`src/rtl/sys_counter_unit.sv`:
```
// Execute-stage system unit: cycle, prescaled time and per-hart instret counters, plus
// SCALL/SBREAK trap responses. One request in, one registered response out, with
// valid/ready backpressure through a single-entry output register.

package sys_counter_pkg;

  // System operations emitted by the decoder.
  typedef enum logic [2:0] {
    SysopRdcycle,
    SysopRdcycleh,
    SysopRdtime,
    SysopRdtimeh,
    SysopRdinstret,
    SysopRdinstreth,
    SysopScall,
    SysopSbreak
  } t_sysop;

endpackage

module sys_counter_unit
  import sys_counter_pkg::*;
#(
  parameter int unsigned NUM_HARTS = 4,
  parameter int unsigned XLEN      = 32,
  parameter int unsigned CNT_WIDTH = 64,
  parameter int unsigned TIME_DIV  = 16,
  localparam int unsigned HART_W   = (NUM_HARTS > 1) ? $clog2(NUM_HARTS) : 1
) (
  input  logic                 i_clk,
  input  logic                 i_rst_n,
  input  logic                 i_req_valid,
  output logic                 o_req_ready,
  input  t_sysop               i_req_sysop,
  input  logic [HART_W-1:0]    i_req_hart,
  input  logic [NUM_HARTS-1:0] i_retire,
  output logic                 o_rsp_valid,
  input  logic                 i_rsp_ready,
  output logic [XLEN-1:0]      o_rsp_data,
  output logic [HART_W-1:0]    o_rsp_hart,
  output logic                 o_rsp_trap,
  output logic                 o_rsp_cause
);

  localparam int unsigned PRE_W = (TIME_DIV > 1) ? $clog2(TIME_DIV) : 1;
  // Counters are zero-extended to two XLEN words so the low/high halves are plain slices,
  // independent of whether CNT_WIDTH is above or below XLEN.
  localparam int unsigned EXT_W = 2 * XLEN;

  typedef enum logic [0:0] {
    StEmpty,
    StFull
  } state_e;

  logic [CNT_WIDTH-1:0] cycle_q;
  logic [CNT_WIDTH-1:0] time_q;
  logic [PRE_W-1:0]     pre_q;
  logic                 time_tick;
  logic [CNT_WIDTH-1:0] instret_q [NUM_HARTS];

  state_e               state_q, state_d;
  logic                 rsp_valid;
  logic                 accept;

  logic [CNT_WIDTH-1:0] instret_sel;
  logic [EXT_W-1:0]     cnt_ext;
  logic                 rd_high;
  logic [XLEN-1:0]      rd_data;
  logic                 rd_trap;
  logic                 rd_cause;

  logic [XLEN-1:0]      rsp_data_q;
  logic [HART_W-1:0]    rsp_hart_q;
  logic                 rsp_trap_q;
  logic                 rsp_cause_q;

  // Prescaler wraps at TIME_DIV-1; with TIME_DIV=1 it stays at 0 and ticks every clock.
  assign time_tick = (pre_q == PRE_W'(TIME_DIV - 1));

  // Global cycle counter, prescaler and time counter.
  always_ff @(posedge i_clk or negedge i_rst_n) begin
    if (!i_rst_n) begin
      cycle_q <= '0;
      pre_q   <= '0;
      time_q  <= '0;
    end else begin
      cycle_q <= cycle_q + CNT_WIDTH'(1);
      if (time_tick) begin
        pre_q  <= '0;
        time_q <= time_q + CNT_WIDTH'(1);
      end else begin
        pre_q <= pre_q + PRE_W'(1);
      end
    end
  end

  // Per-hart retired-instruction counters, one increment per retire bit per clock.
  always_ff @(posedge i_clk or negedge i_rst_n) begin
    if (!i_rst_n) begin
      for (int unsigned h = 0; h < NUM_HARTS; h++) begin
        instret_q[h] <= '0;
      end
    end else begin
      for (int unsigned h = 0; h < NUM_HARTS; h++) begin
        instret_q[h] <= instret_q[h] + CNT_WIDTH'(i_retire[h]);
      end
    end
  end

  // Instret lookup by requesting hart; harts beyond NUM_HARTS read as zero.
  always_comb begin
    instret_sel = '0;
    if (32'(i_req_hart) < NUM_HARTS) begin
      instret_sel = instret_q[i_req_hart];
    end
  end

  // Operation decode and read-data selection from the current (pre-increment) registers.
  always_comb begin
    cnt_ext  = '0;
    rd_high  = 1'b0;
    rd_trap  = 1'b0;
    rd_cause = 1'b0;
    unique case (i_req_sysop)
      SysopRdcycle:    cnt_ext = EXT_W'(cycle_q);
      SysopRdcycleh: begin
        cnt_ext = EXT_W'(cycle_q);
        rd_high = 1'b1;
      end
      SysopRdtime:     cnt_ext = EXT_W'(time_q);
      SysopRdtimeh: begin
        cnt_ext = EXT_W'(time_q);
        rd_high = 1'b1;
      end
      SysopRdinstret:  cnt_ext = EXT_W'(instret_sel);
      SysopRdinstreth: begin
        cnt_ext = EXT_W'(instret_sel);
        rd_high = 1'b1;
      end
      SysopScall:      rd_trap = 1'b1;
      SysopSbreak: begin
        rd_trap  = 1'b1;
        rd_cause = 1'b1;
      end
    endcase
    rd_data = rd_high ? cnt_ext[EXT_W-1:XLEN] : cnt_ext[XLEN-1:0];
  end

  // Handshake: the output register can take a new entry when empty or being drained.
  assign rsp_valid   = (state_q == StFull);
  assign o_req_ready = !rsp_valid || i_rsp_ready;
  assign accept      = i_req_valid && o_req_ready;

  // Output-register occupancy state.
  always_ff @(posedge i_clk or negedge i_rst_n) begin
    if (!i_rst_n) begin
      state_q <= StEmpty;
    end else begin
      state_q <= state_d;
    end
  end

  // Occupancy next state: fill on accept, empty only when drained without a refill.
  always_comb begin
    state_d = state_q;
    unique case (state_q)
      StEmpty: begin
        if (accept) state_d = StFull;
      end
      StFull: begin
        if (i_rsp_ready && !accept) state_d = StEmpty;
      end
    endcase
  end

  // Response payload, loaded on accept and held while the consumer stalls.
  always_ff @(posedge i_clk or negedge i_rst_n) begin
    if (!i_rst_n) begin
      rsp_data_q  <= '0;
      rsp_hart_q  <= '0;
      rsp_trap_q  <= 1'b0;
      rsp_cause_q <= 1'b0;
    end else if (accept) begin
      rsp_data_q  <= rd_data;
      rsp_hart_q  <= i_req_hart;
      rsp_trap_q  <= rd_trap;
      rsp_cause_q <= rd_cause;
    end
  end

  assign o_rsp_valid = rsp_valid;
  assign o_rsp_data  = rsp_data_q;
  assign o_rsp_hart  = rsp_hart_q;
  assign o_rsp_trap  = rsp_trap_q;
  assign o_rsp_cause = rsp_cause_q;

endmodule

```
`config.mk`:
```
export PLATFORM = sky130hd
export DESIGN_NAME = sys_counter_unit
export DESIGN_NICKNAME = d
export VERILOG_FILES = /design/src/rtl/sys_counter_unit.sv
export SDC_FILE = /design/constraint.sdc
export NUM_CORES = 1
export LEC_CHECK = 0
export CORE_MARGIN = 2
export CORE_UTILIZATION = 38
export CTS_CLUSTER_SIZE = 30
export DETAILED_ROUTE_END_ITERATION = 16
export PLACE_DENSITY = 0.56
export SKIP_LAST_GASP = 1
export SLEW_MARGIN = 20
export SYNTH_ARGS = -nofsm -noshare
export SYNTH_HDL_FRONTEND = slang
export SYNTH_SLANG_ARGS = --single-unit
```
`constraint.sdc`:
```
create_clock -name i_clk -period 2.8 [get_ports i_clk]
set_clock_uncertainty 0.15 [all_clocks]
set_input_delay 0.56 -clock i_clk [delete_from_list [all_inputs] [get_ports i_clk]]
set_output_delay 0.56 -clock i_clk [all_outputs]
set_load 0.02 [all_outputs]
```
==> run metrics, run 1 <==
Synth area leaders dfrtp_1, xnor2_1, xor2_1; Die Y 244.0 microns; cell area after synthesis 0.02188 sq mm; Clk pin slew, worst setup/hold paths about 60 ps; via count 16,530; nets ~2,200; Post-DP Area between 0.02 and 0.025 sq mm; total power after layout around 15 mW; Placement Rows 87; number of global-route vias before repair 16,640; post-layout util 45.26%; most used routing layer met2; WL/cell 21.07 microns; share of cells above drive strength 1 between 10% and 20%; final wirelength roughly 63,000 microns; die width 244.0 microns; dpl cells 2,910; Non-Filler Instances 2,997; area share of the largest cell type after synthesis roughly 49%; Mean Syn Cell Area 10.59 sq um; Synth Register Bits 425; Critical Path Slowest Stage Cell or4_1; maximum root-to-sink buffer count 3; Hold WS 313.1 ps; Peak supply drop 0.0003662 V; routed vias/inst ~5.5; ANT nets after route 0; ys async rst share 100.0%; die area about 0.060 sq mm; critical path class input pin to flop; Lkg Pwr ~11 nW; Critical Path Source Type input pin; antenna cell count 0; Tcrit/Tclk final 93.69%; # DRC 0; filler cell count 5,253; top_reg_cell synth dfrtp_1; count of cell types in the netlist 45; Root Driver clkbuf_16; total track usage a little over a fifth; Req. time, crit path 3150 ps; IO Port Bufs 50; largest net degree at the start of global routing 68; CP max FO 5; GRT overflow 0; type of the most critical hold path flop to flop; DR iter-0 viols between 1,000 and 1,500; most instantiated library cell after synthesis dfrtp_1; PwrDens around 570 mW/mm^2; RePlAce Congestion 0.9187; Initial Utilization between 30% and 40%; min Tclk post-route 2623 ps; Worst Setup End Kind flop; cell area after layout 0.02567 sq mm; M2 GR Usage 33.22%; crit path cell chain clkdlybuf4s50_1 -> ha_1 -> nand3_2 -> or4_1 -> or4b_4 -> nor2_1 -> xor2_1; top cells by count, synth dfrtp_1, xnor2_1, nand2_1; core area 0.05671 sq mm; Synth Net Count 2,091; sequential area share after synthesis between 40 and 50%; endpoints failing setup 0; critical path's largest stage delay approximately 660 ps; CTS tree done; Post-synth EDFFs 0; GR Layer Usage met3 between 2 and 2.5%; initial antenna violation count 0; CP arrival 2980 ps; Slew Viols, Final 0; M1 GR Usage 31.12%; Hold Violations, Final 0; Synth warnings 0; slew margin rel. 53.83%; Area growth, synth to finish 17.30%; CTS buffer count 48; hpwl dp 47,900 microns; cell count after synthesis between 2,000 and 2,500; Top Ports 51; DR pass1 iterations 5; first-pass GRT wire length 99,620 microns; unrepaired setup endpoints after global routing no; Worst Tran Pin Value 685.4 ps; cell taking the most area after synthesis dfrtp_1; Skew-Pair Late Insertion Delay about 600 ps; status finished, final reports clean; clk sinks ~430; H-Tree Level Count 2; Max Fclk 381.2 MHz; MaxCap Viol Count 0
[final timing paths]
path	start	slack (ps)	end	cells after the start
setup / recovery	i_retire[1]	180	instret_q[187]	7
hold / removal	instret_q[191]	310	instret_q[191]	1
setup reg to reg	time_q[4]	220	time_q[61]	7
hold reg to reg	instret_q[191]	310	instret_q[191]	1
max in group asynchronous	i_rst_n	1260	instret_q[30]	3
min in group asynchronous	i_rst_n	400	pre_q[1]	2
[through the flow]
| stage | setup WS, ps | TNS [ps] |
|---|---|---|
| 3_5_place_dp | -421.8 | -7531 |
| 5_1_grt | 99.02 | 0 |
| 3_3_place_gp | -409.2 | -5950 |
| 2_1_floorplan | 230.1 | 0 |
| 6_report | 176.7 | 0 |
| 4_1_cts | 194.3 | 0 |
[flip-flops by register name, summed over array words and instances, names as in the netlist]
name	count
cycle_q	64
instret_q	256
o_rsp_cause	1
o_rsp_data	32
o_rsp_hart	2
o_rsp_trap	1
o_rsp_valid	1
pre_q	4
time_q	64
[worst max-delay path, delay by kind of cell]
| kind | cells | cell delay (ps) |
|---|---|---|
| xor gates and xnor gates | 1 | 160 |
| adders and majority gates | 1 | 190 |
| buffers and inverters | 1 | 480 |
| and+or+nand+nor | 4 | 1590 |
[cells in the final DEF (no fill, tap or decap), types with 63 or more instances in the layout]
cell / n
nand2_1: 188
mux2i_1: 64
nand3_1: 144
xor2_1: 178
nor2_1: 178
nor4_1: 64
buf_4: 97
xnor2_1: 196
mux4_2: 63
dfrtp_1: 425
nor3_1: 90
nand4_1: 109
[final cells by class]
class	instances	area [sq um]	share of cell area (%)
flip-flops and latches	425	10640	41.44
inverters	45	168.9	0.6581
well taps	756	945.9	3.685
clock buffers	68	1408	5.484
repair buffers	159	1474	5.742
clock inverters	18	219.0	0.8531
multi-input cells	1526	10820	42.14
[power by group]
part	total (mW)	switching, mW	leakage (nW)	internal [mW]
clock	6.56	2.62	0.814	3.94
sequential	6.78	0.362	5.70	6.42
combinational	1.25	0.666	4.86	0.587
total	14.6	3.65	11.4	10.9
[metal layers]
metal	vias up	wire length, microns
met4	0	2637
li1	7669	-
met2	427	28380
met5	-	0
met3	120	3068
met1	8317	29060
[logic make-up after synthesis]
logic type | count (synthesis) | synth area share [%]
buf+inv | 116 | 2.058
mux | 131 | 9.686
fa+ha+maj | 11 | 0.6290
flops | 425 | 48.60
xor+xnor | 374 | 14.97
simple gates | 909 | 21.20
compound gates | 101 | 2.859
[what timing repair did]
action | CTS | global route
resized for setup | 0 | 0
endpoints found under the hold margin | 59 | 0
setup buffers | 0 | 0
hold buffers | 1 | 0
(Power assumes the default switching activity.)
==> run 2, diff against run 1 <==
- CORE_ASPECT_RATIO: unset -> 0.9
==> run 2 against run 1 <==
- wire length increased by 0.79%
- flip-flop and latch count unchanged
- non-clock buffer count increased by 5
- via count increased by 0.60%
- worst setup slack improved by 5.5 ps
- cell count increased by 0.57%
- first-iteration DRC count increased by 21%
- core utilization about the same
- power increased by 1.6%
==> run metrics, run 2 (synthesis results as in run 1) <==
status finished, final reports clean; Clk pin slew, worst setup/hold paths 60 ps (about the same); RePlAce Congestion 0.9508 (+3.5%); Hold Violations, Final 0 (unchanged); Max Fclk 382.0 MHz (+0.21%); IO Port Bufs 50 (unchanged); Largest Register instret_q; die area 0.05952 sq mm (about the same); cell area after layout 0.02578 sq mm (+0.43%); CP arrival 2980 ps (about the same); first-pass GRT wire length 99,970 microns (+0.35%); hpwl dp 48,110 microns (+0.44%); R2R cell count 5 (-2); worst setup path end instret_q[189]; slew margin rel. 52.20% (-1.6 points); Post-DP Area 0.02405 sq mm (about the same); Initial Utilization 38.38% (-0.20 points); type of the most critical hold path flop to flop; antenna cell count 0 (unchanged); Slew Viols, Final 0 (unchanged); ANT nets after route 0 (unchanged); largest net degree at the start of global routing 67 (-1.5%); H-Tree Level Count 2 (unchanged); Worst Tran Pin Value 717.0 ps (+31.61 ps); total power after layout 14.83 mW (+1.6%); Top Ports 51 (unchanged); Peak supply drop 0.0003959 V (+8.1%); endpoints failing setup 0 (unchanged); number of global-route vias before repair 16,360 (-1.7%); max FFs per register 256 (unchanged); biggest regs instret_q (256), cycle_q (64), time_q (64); Placement Rows 83 (-4.6%); WL/cell 21.11 microns (+0.22%); CTS buffer count 48 (unchanged); unrepaired setup endpoints after global routing no; PwrDens 575.2 mW/mm^2 (+1.2%); CTS tree done; R2R setup slack 270 ps (+50 ps); DR pass1 iterations 5 (unchanged); Skew-Pair Late Insertion Delay 600 ps (about the same); total track usage 21.83% (+0.19 points); # DRC 0 (unchanged); die width 257.0 microns (+5.3%); Crit. Startpoint i_retire[1]; worst r2r src instret_q[163]; WHS Path Cells 1 (unchanged); Area growth, synth to finish 17.81%; final wirelength 63,640 microns (+0.79%); Tcrit/Tclk final 93.49% (-0.20 points); Die Y 231.7 microns (-5.0%); DR iter-0 viols 1,572 (+21%); MaxCap Viol Count 0 (unchanged); clk sinks 425 (unchanged); share of cells above drive strength 1 13.29% (+0.40 points); setup tns final 0 ps (unchanged); CP max FO 5 (unchanged); Req. time, crit path 3170 ps (+20 ps); routed vias/inst 5.519 (about the same); critical path class input pin to flop; Critical Path Source Type input pin; Root Driver clkbuf_16; Lkg Pwr 11.42 nW (+0.44%); min Tclk post-route 2618 ps (-5.475 ps); most common cell after layout, fill and taps aside dfrtp_1; FF-to-FF End instret_q[186]; Worst Setup End Kind flop; initial antenna violation count 1 (+1); core area 0.05701 sq mm (+0.53%); GRT overflow 0 (unchanged); maximum root-to-sink buffer count 3 (unchanged); nets 2,234 (+0.22%); most frequent cells in the layout dfrtp_1, xnor2_1, nand2_1, nor2_1, xor2_1; via count 16,630 (+0.60%)
[run 2: cell count changes in the layout (fill, tap and decap cells not counted), moves of 2 or more]
cell,delta
buf_12,-2
buf_4,+6
bufinv_16,+2
clkbuf_1,-2
clkinvlp_4,+2
inv_6,+2
[run 2: repair_timing]
item,in CTS,in global routing
gates resized for setup,0,0
hold buffers,1,0
endpoints found under the hold margin,37,0
buffers inserted,0,0
[run 2: how the worst min path moves through the flow]
stage	start	slack, ps	endpoint
5_1_grt	cycle_q[63]	350	cycle_q[63]
4_1_cts	cycle_q[63]	320	cycle_q[63]
2_1_floorplan	i_rst_n	110	cycle_q[0]
6_report	cycle_q[63]	320	cycle_q[63]
3_5_place_dp	cycle_q[63]	310	cycle_q[63]
3_3_place_gp	cycle_q[63]	310	cycle_q[63]
[run 2: worst max-delay path, stage by stage]
cell	delay, ps
clkdlybuf4s50_1	470
ha_1	210
nand3_2	110
or4_1	660
or4b_4	660
nor3_4	140
xor2_1	160
[run 2: cell type report]
| type | instances | area [sq um] |
|---|---|---|
| clock inverter | 24 | 307.8 |
| clock buffer | 65 | 1386 |
| timing repair buffer | 164 | 1506 |
| tap | 765 | 957.2 |
| inverter | 45 | 168.9 |
| fill | 5278 | 31240 |
| sequential | 425 | 10640 |
| multi-input combinational | 1526 | 10820 |
[run 2: routing by layer]
layer | GRT usage (%) | part of all wire (%) | vias up
li1 | - | - | 7684
met1 | 33.37 | 48 | 8343
met2 | 31.38 | 42 | 518
met3 | 3.521 | 6.8 | 88
met4 | 6.977 | 2.9 | 0
met5 | 0 | 0 | -
[run 2: per-stage QoR]
stage	std cells	setup slack (ps)	hold WS (ps)	util, %
after floorplan	2067	230.1	114.4	-
after global placement	2923	-423.4	305.9	42.18
after detailed placement	2923	-424.0	306.4	42.18
after CTS	3013	190.5	316.8	45.17
after global routing	3014	117.4	348.9	45.21
final	3014	182.2	321.5	45.21
[run 2: where the power goes]
group / internal (mW) / switching, mW
Sequential: 6.42 / 0.352
Combinational: 0.595 / 0.688
Clock: 4.11 / 2.66
